File: src/rtl/reorder_buffer_pkg.sv
// Shared reorder-buffer constants and the entry record layout.
// Default widths match the core's 64-bit datapath and 32-entry register file.
// No logic here.
package reorder_buffer_pkg;

  localparam int ROB_DEPTH  = 16;
  localparam int ROB_DATA_W = 64;
  localparam int ROB_REG_W  = 5;

  typedef struct packed {
    logic                  valid;
    logic                  done;
    logic [ROB_DATA_W-1:0] pc;
    logic [ROB_REG_W-1:0]  rd;
    logic [ROB_DATA_W-1:0] value;
  } rob_entry_t;

endpackage

File: src/rtl/reorder_buffer.sv
// In-order-retire circular ROB with multi-channel CDB capture and operand lookup.
// Latency: alloc_tag/commit/lookup outputs are combinational from state; CDB results reach commit one cycle later.
// Backpressure: alloc_ready drops at count==DEPTH; head is held until commit_ready.
module reorder_buffer
  import reorder_buffer_pkg::*;
#(
  parameter  int DEPTH      = ROB_DEPTH,
  parameter  int DATA_W     = ROB_DATA_W,
  parameter  int REG_W      = ROB_REG_W,
  parameter  int NUM_CDB    = 2,
  parameter  int NUM_LOOKUP = 2,
  localparam int TAG_W      = $clog2(DEPTH),
  localparam int CNT_W      = $clog2(DEPTH + 1)
) (
  input  logic                         clk,
  input  logic                         reset,
  input  logic                         alloc_valid,
  output logic                         alloc_ready,
  input  logic [DATA_W-1:0]            alloc_pc,
  input  logic [REG_W-1:0]             alloc_rd,
  output logic [TAG_W-1:0]             alloc_tag,
  input  logic [NUM_CDB-1:0]           cdb_valid,
  input  logic [NUM_CDB*TAG_W-1:0]     cdb_tag,
  input  logic [NUM_CDB*DATA_W-1:0]    cdb_value,
  input  logic [NUM_LOOKUP*TAG_W-1:0]  lookup_tag,
  output logic [NUM_LOOKUP-1:0]        lookup_ready,
  output logic [NUM_LOOKUP*DATA_W-1:0] lookup_value,
  output logic                         commit_valid,
  input  logic                         commit_ready,
  output logic [DATA_W-1:0]            commit_pc,
  output logic [REG_W-1:0]             commit_rd,
  output logic [DATA_W-1:0]            commit_value,
  output logic [TAG_W-1:0]             commit_tag,
  input  logic                         flush,
  output logic [CNT_W-1:0]             count
);

  logic [TAG_W-1:0]  head_q, head_d, tail_q, tail_d;
  logic [CNT_W-1:0]  count_q, count_d;
  logic [DEPTH-1:0]  valid_q, valid_d, done_q, done_d;
  logic [DATA_W-1:0] pc_q    [DEPTH];
  logic [DATA_W-1:0] pc_d    [DEPTH];
  logic [REG_W-1:0]  rd_q    [DEPTH];
  logic [REG_W-1:0]  rd_d    [DEPTH];
  logic [DATA_W-1:0] value_q [DEPTH];
  logic [DATA_W-1:0] value_d [DEPTH];
  logic              full, empty, alloc_fire, commit_fire;

  assign full         = (count_q == CNT_W'(DEPTH));
  assign empty        = (count_q == '0);
  assign alloc_ready  = !full;
  assign alloc_tag    = tail_q;
  assign alloc_fire   = alloc_valid && !full && !flush;
  // Stale head bits are masked by empty so a drained buffer never retires.
  assign commit_valid = !empty && valid_q[head_q] && done_q[head_q];
  assign commit_fire  = commit_valid && commit_ready && !flush;
  assign commit_pc    = pc_q[head_q];
  assign commit_rd    = rd_q[head_q];
  assign commit_value = value_q[head_q];
  assign commit_tag   = head_q;
  assign count        = count_q;

  always_comb begin
    head_d  = head_q;
    tail_d  = tail_q;
    count_d = count_q;
    valid_d = valid_q;
    done_d  = done_q;
    pc_d    = pc_q;
    rd_d    = rd_q;
    value_d = value_q;

    // Walk channels high to low so the lowest-indexed channel lands last and wins.
    for (int c = NUM_CDB - 1; c >= 0; c--) begin
      if (cdb_valid[c] && valid_q[cdb_tag[c*TAG_W +: TAG_W]]) begin
        value_d[cdb_tag[c*TAG_W +: TAG_W]] = cdb_value[c*DATA_W +: DATA_W];
        done_d[cdb_tag[c*TAG_W +: TAG_W]]  = 1'b1;
      end
    end

    if (commit_fire) begin
      valid_d[head_q] = 1'b0;
      done_d[head_q]  = 1'b0;
      head_d          = head_q + TAG_W'(1);
    end

    if (alloc_fire) begin
      valid_d[tail_q] = 1'b1;
      done_d[tail_q]  = 1'b0;
      pc_d[tail_q]    = alloc_pc;
      rd_d[tail_q]    = alloc_rd;
      tail_d          = tail_q + TAG_W'(1);
    end

    if (alloc_fire && !commit_fire) begin
      count_d = count_q + CNT_W'(1);
    end else if (commit_fire && !alloc_fire) begin
      count_d = count_q - CNT_W'(1);
    end

    if (flush) begin
      head_d  = '0;
      tail_d  = '0;
      count_d = '0;
      valid_d = '0;
      done_d  = '0;
    end
  end

  always_ff @(posedge clk or negedge reset) begin
    if (!reset) begin
      head_q  <= '0;
      tail_q  <= '0;
      count_q <= '0;
    end else begin
      head_q  <= head_d;
      tail_q  <= tail_d;
      count_q <= count_d;
    end
  end

  always_ff @(posedge clk or negedge reset) begin
    if (!reset) begin
      valid_q <= '0;
      done_q  <= '0;
    end else begin
      valid_q <= valid_d;
      done_q  <= done_d;
    end
  end

  // Payloads are qualified by valid/done, so they carry no reset.
  always_ff @(posedge clk) begin
    pc_q    <= pc_d;
    rd_q    <= rd_d;
    value_q <= value_d;
  end

  always_comb begin
    lookup_ready = '0;
    lookup_value = '0;
    for (int i = 0; i < NUM_LOOKUP; i++) begin
      lookup_ready[i] = valid_q[lookup_tag[i*TAG_W +: TAG_W]] && done_q[lookup_tag[i*TAG_W +: TAG_W]];
      lookup_value[i*DATA_W +: DATA_W] = value_q[lookup_tag[i*TAG_W +: TAG_W]];
    end
  end

endmodule

File: config.mk
export PLATFORM = sky130hd
export DESIGN_NAME = reorder_buffer
export DESIGN_NICKNAME = d
export VERILOG_FILES = /design/src/rtl/reorder_buffer_pkg.sv /design/src/rtl/reorder_buffer.sv
export SDC_FILE = /design/constraint.sdc
export NUM_CORES = 2
export LEC_CHECK = 0
export ABC_CLOCK_PERIOD_IN_PS = 4500
export CORE_MARGIN = 2
export CORE_UTILIZATION = 50
export DETAILED_ROUTE_END_ITERATION = 6
export PLACE_DENSITY_LB_ADDON = 0.05
export SLEW_MARGIN = 25
export SYNTH_ARGS = -nofsm -noshare
export SYNTH_HDL_FRONTEND = slang
export SYNTH_SLANG_ARGS = --single-unit
File: constraint.sdc
create_clock -name clk -period 4.5 [get_ports clk]
set_clock_uncertainty 0.2 [all_clocks]
set_input_delay 0.9 -clock clk [delete_from_list [all_inputs] [get_ports clk]]
set_output_delay 0.9 -clock clk [all_outputs]
set_load 0.02 [all_outputs]
==> flow_summary.json <==
{
  "grt.total_usage": 0.323,
  "ys_seq_area_frac": 0.499,
  "max-vdd-ir-drop_v": 0.000388,
  "critical-path-slowest-cell": "dfrtp_4",
  "rr_worst_depth": 14,
  "portBuffers": 497,
  "final_common_cell": "mux4_2",
  "power.total_mw": 47.7,
  "period_share": 0.996,
  "final_core_util": 0.589,
  "grt_max_degree": 93,
  "synth_warnings": 0,
  "routedWlPerCell_um": 32.7,
  "root_buffer": "clkbuf_16",
  "areaGrowthSynthToFinish_pct": 16.8,
  "postSynthCellCount": 7740,
  "rsz0062_at_grt": "yes",
  "finalWeightedCongestion": 0.887,
  "grt_pass1_wl_um": 522000,
  "synth_nets": 7973,
  "endpoint": "commit_pc[15]",
  "wirelength_um": 363000,
  "required_ps": 3400,
  "finalNetCount": 8237,
  "drt_iter0_markers": 8349,
  "vias": 72300,
  "dp_hpwl_um": 218000,
  "drc": 0,
  "clock_latency_ps": 910,
  "vias_per_cell": 6.52,
  "path_cells": "buf_4 -> bufbuf_16 -> buf_12 -> buf_16 -> mux4_2 -> mux4_2 -> buf_2",
  "cp.arrival_ps": 3380,
  "ant_nets": 0,
  "highest_layer": "met5",
  "die_x_um": 472,
  "overflow": 0,
  "hold_viol_final": 0,
  "period_minus_slack_ps": 4480,
  "crit_cells": 7,
  "maxSlewHeadroom": 0.442,
  "core-area_um2": 218000,
  "setup_violations": 0,
  "worstPathMaxFanout": 12,
  "p_leak_nw": 43.9,
  "path_clk_slew_ps": 60,
  "timing.rr.end": "count[4]",
  "max_freq_ghz": 0.223,
  "numCtsBuffers": 231,
  "antenna_found_initial": 64,
  "initial_core_util": 0.504,
  "mostFrequentLayoutCells": "mux4_2, edfxtp_1, mux2i_1, dfxtp_1, nand2_1",
  "row_count": 171,
  "firstDrtPassIters": 6,
  "slew_violations": 0,
  "max_stage_delay_ps": 520,
  "critPathTopFamily": "multiplexers",
  "synth_ff_type": "edfxtp_1",
  "r2r_slack_ps": 280,
  "powerDensity_nw_per_um2": 372,
  "ys_ff_latch": 2173,
  "clock_path_buffers": 3,
  "crit_top_cell": "mux4_2",
  "fp.dieH_um": 472,
  "hold_slack_ps": 362,
  "drive_gt1_frac": 0.272,
  "cp-end-kind": "output port",
  "hold_path_class": "reg -> reg",
  "regToRegStartpoint": "commit_tag[0]",
  "crit_start": "commit_tag[0]",
  "die_area_um2": 223000,
  "tns_ps": 0,
  "avgSynthCellArea_um2": 14.2,
  "crit_path_start_kind": "register",
  "h-tree-depth": 4,
  "maxCapViolations": 0,
  "netlist_area_um2": 110000,
  "postSynth.asyncResetShare": 0.0207,
  "synth_edf_count": 1104,
  "route.layer.met1.wl_um": 144000,
  "grt_pass1_vias": 71700,
  "clock-sinks": 2173,
  "worst_pin_slew_ps": 835,
  "ioPinCount": 498,
  "status": "finished, final reports clean",
  "tritoncts": "done",
  "critPathBufInv": 5,
  "wl_met2_um": 172000,
  "wl_met3_um": 31000,
  "synth.distinct_cells": 63,
  "critPathKind": "reg -> out"
}
[metrics by stage]
stage,cell area [um^2],instances,worst slack [ps]
floorplan,110000,7740,605
global placement,120000,10600,172
detailed placement,120000,10600,145
CTS,128000,11100,-110
global route,128000,11100,-56.2
finish,128000,11100,19.0
[layer usage]
layer,track usage,vias to the layer above
met4,0.133,54
met3,0.0719,737
met2,0.509,3418
met1,0.434,37300
li1,-,30800
met5,0,-
[logic make-up (layout without fill, tap and decap cells)]
| logic type | Yosys count | in the layout | share of synthesized area |
|---|---|---|---|
| xor+xnor | 9 | 9 | 0.000844 |
| flops | 2173 | 2173 | 0.499 |
| simple gates | 1209 | 1209 | 0.0440 |
| fa+ha+maj | 13 | 13 | 0.00155 |
| other cells | 0 | 35 | 0 |
| mux | 2356 | 2356 | 0.366 |
| compound gates | 1117 | 1117 | 0.0529 |
| buf+inv | 863 | 1327 | 0.0359 |
[how the worst min path moves through the flow]
stage	from	endpoint	slack [ps]	cells after the start
after detailed placement	done_q[9]	done_q[9]	350	1
after global placement	value_q[350]	value_q[350]	340	2
final	value_q[61]	value_q[61]	360	2
after CTS	value_q[586]	value_q[586]	360	2
after global routing	value_q[748]	value_q[748]	380	2
after floorplan	valid_q[6]	valid_q[6]	300	1
[worst reg2reg max path: stages, from the launching register on]
cell	delay [ps]
dfrtp_4	520
buf_6	240
buf_4	200
buf_4	170
mux4_2	520
a22o_1	250
nor2_4	190
a211oi_4	60
nand2b_1	260
fa_1	450
a21o_1	190
a21oi_1	310
nor2_1	110
a221oi_1	310
nand4_1	130
[report_power, final]
group | switching, mW | total (mW) | leakage [nW] | internal [mW]
logic | 2.78 | 5.63 | 21.2 | 2.84
clock network | 8.33 | 19.3 | 3.81 | 11.0
registers | 0.965 | 22.8 | 18.9 | 21.8
total | 12.1 | 47.7 | 43.9 | 35.6
[sequential cells by signal, indices dropped and copies added (netlist names)]
register / count
value_q: 1024
valid_q: 16
rd_q: 80
commit_tag: 4
alloc_tag: 4
done_q: 16
pc_q: 1024
count: 5
[synth_stat cells (all sizes together) (12+ instances only)]
| cell | number | share of area |
|---|---|---|
| mux4 | 1321 | 0.27 |
| edfxtp | 1104 | 0.30 |
| mux2i | 1034 | 0.094 |
| dfxtp | 1024 | 0.19 |
| nand2 | 605 | 0.021 |
| o21ai | 592 | 0.027 |
| nor2 | 497 | 0.017 |
| clkbuf | 476 | 0.016 |
| a21oi | 460 | 0.021 |
| buf | 375 | 0.019 |
| dfrtp | 45 | 0.010 |
| nand3 | 24 | 0.0011 |
| a31oi | 21 | 0.0012 |
| and3 | 15 | 0.00086 |
| or2 | 14 | 0.00080 |
| a21o | 12 | 0.00082 |
| ha | 12 | 0.0014 |
| inv | 12 | 0.00041 |
[layout make-up]
| class | count | area [um^2] |
|---|---|---|
| multi-input combinational | 4704 | 51300 |
| clock inverter | 118 | 1210 |
| clock buffer | 315 | 6510 |
| antenna | 35 | 87.6 |
| tap | 2854 | 3570 |
| sequential | 2173 | 54800 |
| timing repair buffer | 882 | 10700 |
| fill | 16700 | 89400 |
| inverter | 12 | 47.5 |
[repair_timing]
item	CTS	global route
hold endpoints to repair	20	0
buffers inserted	21	3
endpoints found under the setup margin	134	72
gates cloned	13	5
gates resized for setup	347	52
hold buffers	1	0
Note: power is estimated with default switching activity, not from simulation.
